[src/rtl/myproject_acc_requant_43_16.sv]
// myproject_acc_requant_43_16: sums N_TERMS signed products, rounds, shifts and saturates to OUT_W
module myproject_acc_requant_43_16 #(
    parameter int N_TERMS = 8,
    parameter int IN_W    = 43,
    parameter int OUT_W   = 16,
    parameter int SHIFT   = 10
) (
    input  logic                    ap_clk,
    input  logic                    ap_rst_n,
    input  logic signed [IN_W-1:0]  in_data,
    input  logic                    in_valid,
    output logic                    in_ready,
    output logic signed [OUT_W-1:0] out_data,
    output logic                    out_sat,
    output logic                    out_valid,
    input  logic                    out_ready
);
    localparam int ACC_W = IN_W + $clog2(N_TERMS);
    localparam int CW    = $clog2(N_TERMS);
    localparam logic signed [ACC_W:0] MAXV = (ACC_W+1)'(2**(OUT_W-1) - 1);
    localparam logic signed [ACC_W:0] MINV = -MAXV - 1;
    localparam logic signed [ACC_W:0] HALF = (ACC_W+1)'(1) << (SHIFT-1);

    logic [CW-1:0]           cnt;
    logic signed [ACC_W-1:0] acc, ext, sum;
    logic signed [ACC_W:0]   rnd, r;
    logic                    last, fire, done, hi, lo;

    assign last     = cnt == CW'(N_TERMS-1);
    assign in_ready = !(out_valid && !out_ready && last);
    assign fire     = in_valid && in_ready;
    assign done     = fire && last;
    assign ext      = {{(ACC_W-IN_W){in_data[IN_W-1]}}, in_data};
    assign sum      = acc + ext;
    // one extra bit so the rounding offset can never wrap the sum
    assign rnd      = {sum[ACC_W-1], sum} + HALF;
    assign r        = rnd >>> SHIFT;
    assign hi       = r > MAXV;
    assign lo       = r < MINV;

    always_ff @(posedge ap_clk or negedge ap_rst_n) begin
        if (!ap_rst_n) begin
            cnt       <= '0;
            acc       <= '0;
            out_valid <= 1'b0;
            out_data  <= '0;
            out_sat   <= 1'b0;
        end else begin
            if (fire) begin
                cnt <= last ? '0 : cnt + CW'(1);
                acc <= cnt == '0 ? ext : sum;
            end
            if (done) begin
                out_valid <= 1'b1;
                out_data  <= hi ? MAXV[OUT_W-1:0] : lo ? MINV[OUT_W-1:0] : r[OUT_W-1:0];
                out_sat   <= hi || lo;
            end else if (out_ready) begin
                out_valid <= 1'b0;
            end
        end
    end
endmodule
[config.mk]
export PLATFORM = sky130hd
export DESIGN_NAME = myproject_acc_requant_43_16
export DESIGN_NICKNAME = d
export VERILOG_FILES = /design/src/rtl/myproject_acc_requant_43_16.sv
export SDC_FILE = /design/constraint.sdc
export NUM_CORES = 1
export LEC_CHECK = 0
export CORE_MARGIN = 2
export CORE_UTILIZATION = 25
export CTS_CLUSTER_SIZE = 12
export DETAILED_ROUTE_END_ITERATION = 12
export DONT_BUFFER_PORTS = 1
export HOLD_SLACK_MARGIN = 0.08
export PLACE_DENSITY = 0.43
export SETUP_SLACK_MARGIN = 0.4
export SKIP_LAST_GASP = 1
export SYNTH_ARGS = -nofsm -noshare
export SYNTH_HDL_FRONTEND = slang
export SYNTH_SLANG_ARGS = --single-unit
export TNS_END_PERCENT = 1
[constraint.sdc]
create_clock -name ap_clk -period 7.6 [get_ports ap_clk]
set_input_delay 1.14 -clock ap_clk [delete_from_list [all_inputs] [get_ports ap_clk]]
set_output_delay 1.14 -clock ap_clk [all_outputs]
set_load 0.01 [all_outputs]
==> impl_metrics.yaml <==
status:
  status: "complete, no violations"
timing:
  tightestPinTransition_ns: 0.9132
  drv_slew: 0
  finalCritPeriodShare_pct: 79.12
  finalSetupViolCount: 0
  fin_setup_tns_ns: 0
  maxSlewHeadroom_pct: 38.85
  fmax_mhz: 166.3
  finalWorstSetupSlack_ns: 1.587
  final_hold_viol_count: 0
  rsz0062_at_grt: "false"
  skew_ns: 0.01454
  finalCriticalPeriod_ns: 6.013
logic_synthesis:
  synth_area_per_cell_um2: 7.556
  synthFlopType: "dfrtp_1"
  ys_top_cells_by_count: "nand2_1, o21ai_0, a21oi_1, nor2_1, dfrtp_1"
  synth_area_um2: 7564
  yosysTopAreaCell: "dfrtp_1"
  yosysMostFrequentCell: "nand2_1"
  synth-edff-count: 0
  ys_ff_latch: 67
  syn_inst: 1001
  synth_top_area_share_pct: 22.17
  synth_cell_type_count: 80
  yosysSeqAreaShare_pct: 22.17
  synth_area_leaders: "dfrtp_1, ha_1, o21ai_0"
  syn_nets: 1098
  synthArstFlopShare_pct: 100.0
  yosysWarnings: 0
global_routing:
  first_global_vias: 7090
  grt_pass1_wl_mm: 41.42
  antenna_found_initial: 0
  grt_overflow_total: 0
  grt.total_usage_pct: 16.97
  grt_max_degree: 97
floorplan:
  coreArea_um2: 29720
  dieArea_um2: 31660
  ios: 66
  start_util_pct: 25.45
  rows: 63
  die_w_um: 177.9
  die_h_um: 177.9
cells_and_area:
  final_nets: 1066
  area_growth_pct: 8.073
  antenna_cells: 0
  drive_gt1_share_pct: 7.084
power_and_ir_drop:
  clkPwrFrac_pct: 10.0
  intPower_uw: 1909
  comb_power_share_pct: 75.5
  seqPwrFrac_pct: 14.5
  leakage_uw: 0.003142
  pwr_density_cell_nw_per_um2: 532.0
  ir_drop_uv: 153.4
  swShare_pct: 56.11
  switching_power_uw: 2440
routing:
  drt-total-wl_mm: 26.38
  drcViolationCount: 0
  wl_met3_mm: 1.529
  met2_length_mm: 11.70
  top_layer: "met4"
  drt-met1-wl_mm: 12.54
  viasPerCell: 5.393
  ant_nets: 0
  vias: 7356
  route.detailed.wl_per_inst_um: 19.34
  drt-initial-drc-count: 495
  dr.pass1.iters: 5
clocking:
  path_clk_slew_ns: 0.07
  postCtsResizedCells: 0
  tritoncts: "done"
  clockBufferDepth: 2
  postCtsSetupRepairBufs: 0
  h-tree-depth: 3
  hold_buffers: 0
  clock_latency_ns: 0.37
  numCtsBuffers: 9
  clockRootBuffer: "clkbuf_16"
  cts_sinks: 67
placement:
  gp_congestion: 0.9057
  dp_hpwl_mm: 20.63
  io_buffers: 0
  post-place-ws_ns: 1.376
worst_setup_path:
  crit_required_ns: 7.81
  cp_max_fo: 16
  end_kind: "register"
  critPathLaunchType: "input pin"
  crit_arrival_ns: 6.22
  critical_path_class: "in2reg"
worst_hold_path:
  hold_path.class: "in2async"
run:
  drv_cap: 0
## per-stage QoR
step / hold slack (ns) / instance area [um^2] / util [%] / instances / total power, uW
finish: 0.4637 / 8174 / 27.51 / 1364 / 4349
global route: 0.4535 / 8174 / 27.51 / 1364 / 4758
CTS: 0.4502 / 8174 / 27.51 / 1364 / 4353
detailed placement: 0.4789 / 7884 / 26.53 / 1348 / 3888
global placement: 0.4697 / 7884 / 26.53 / 1348 / 3912
floorplan: 0.4534 / 7564 / - / 1001 / 2980
## per-layer routing
metal | track usage (%) | up-vias
met2 | 26.00 | 185
met3 | 3.449 | 37
li1 | - | 3672
met4 | 5.772 | 0
met5 | 0 | -
met1 | 23.58 | 3462
## registers in the layout, indices dropped and copies added, names as in the netlist
name,cells
acc,46
cnt,3
out_data,16
out_sat,1
out_valid,1
## cell usage in the layout, fill, tap and decap left out, types with 11 or more instances in the layout
cell,Yosys,layout
a211oi_1,16,16
nor2_1,82,81
dfrtp_1,67,67
a21oi_1,94,94
o21ai_0,105,105
buf_4,4,15
o21ai_1,12,12
nand3_1,19,19
xnor2_1,37,37
nand4_1,30,30
inv_1,20,20
and2_1,13,13
a21o_1,17,17
o211ai_1,11,11
mux2i_1,25,25
nand2_1,124,123
nor3_1,34,34
ha_1,49,49
xor2_1,18,18
## worst max-delay path, cell delays in order
cell and delay, ns:
ha_1 0.45, nand2_1 0.17, o21ai_0 0.49, a211oi_1 0.16, a211oi_1 0.70, o2111ai_1 0.48
nor3_1 0.36, nand2_1 0.26, or4_1 0.55, mux2i_1 0.14, nor4_1 0.35, and4_1 0.80
o22ai_2 0.16
## cell families after synthesis
| family | after synthesis | share of synthesized area [%] |
|---|---|---|
| AOI/OAI and AO/OA | 341 | 28.83 |
| xor gates and xnor gates | 56 | 6.584 |
| adders and majority gates | 50 | 8.371 |
| buffers and inverters | 78 | 4.863 |
| DFF | 67 | 22.17 |
| muxes | 27 | 3.606 |
| and+or+nand+nor | 382 | 25.58 |
## worst paths after layout
| path | from | end | slack [ns] | cells after the start |
|---|---|---|---|---|
| worst max-delay path | in_data[10] | out_data[14]$_DFFE_PN0P_ | 1.59 | 13 |
| worst min-delay path | ap_rst_n | acc[7]$_DFFE_PN0P_ | 0.46 | 0 |
| worst max register to register | acc[10]$_DFFE_PN0P_ | out_data[14]$_DFFE_PN0P_ | 1.95 | 13 |
| worst min register to register | acc[33]$_DFFE_PN0P_ | acc[33]$_DFFE_PN0P_ | 0.49 | 2 |
| max in group asynchronous | ap_rst_n | acc[34]$_DFFE_PN0P_ | 7.00 | 0 |
| min in group ap_clk | acc[33]$_DFFE_PN0P_ | acc[33]$_DFFE_PN0P_ | 0.49 | 2 |
## final cells by class
cell class	instances	area [um^2]
Fill cell	3223	21540
Multi-Input combinational cell	856	5532
Sequential cell	67	1677
Tap cell	390	488.0
Clock buffer	9	225.2
Timing Repair Buffer	15	112.6
Inverter	20	75.07
Clock inverter	7	65.06
## power by group through the flow
stage | registers [uW] | clock network, uW | logic (uW)
after floorplan | 601 | 0 | 2380
after global placement | 635 | 0 | 3280
after detailed placement | 634 | 0 | 3250
after CTS | 631 | 453 | 3270
after global routing | 652 | 465 | 3640
final | 629 | 437 | 3280
Note: power is estimated with default switching activity, not from simulation.
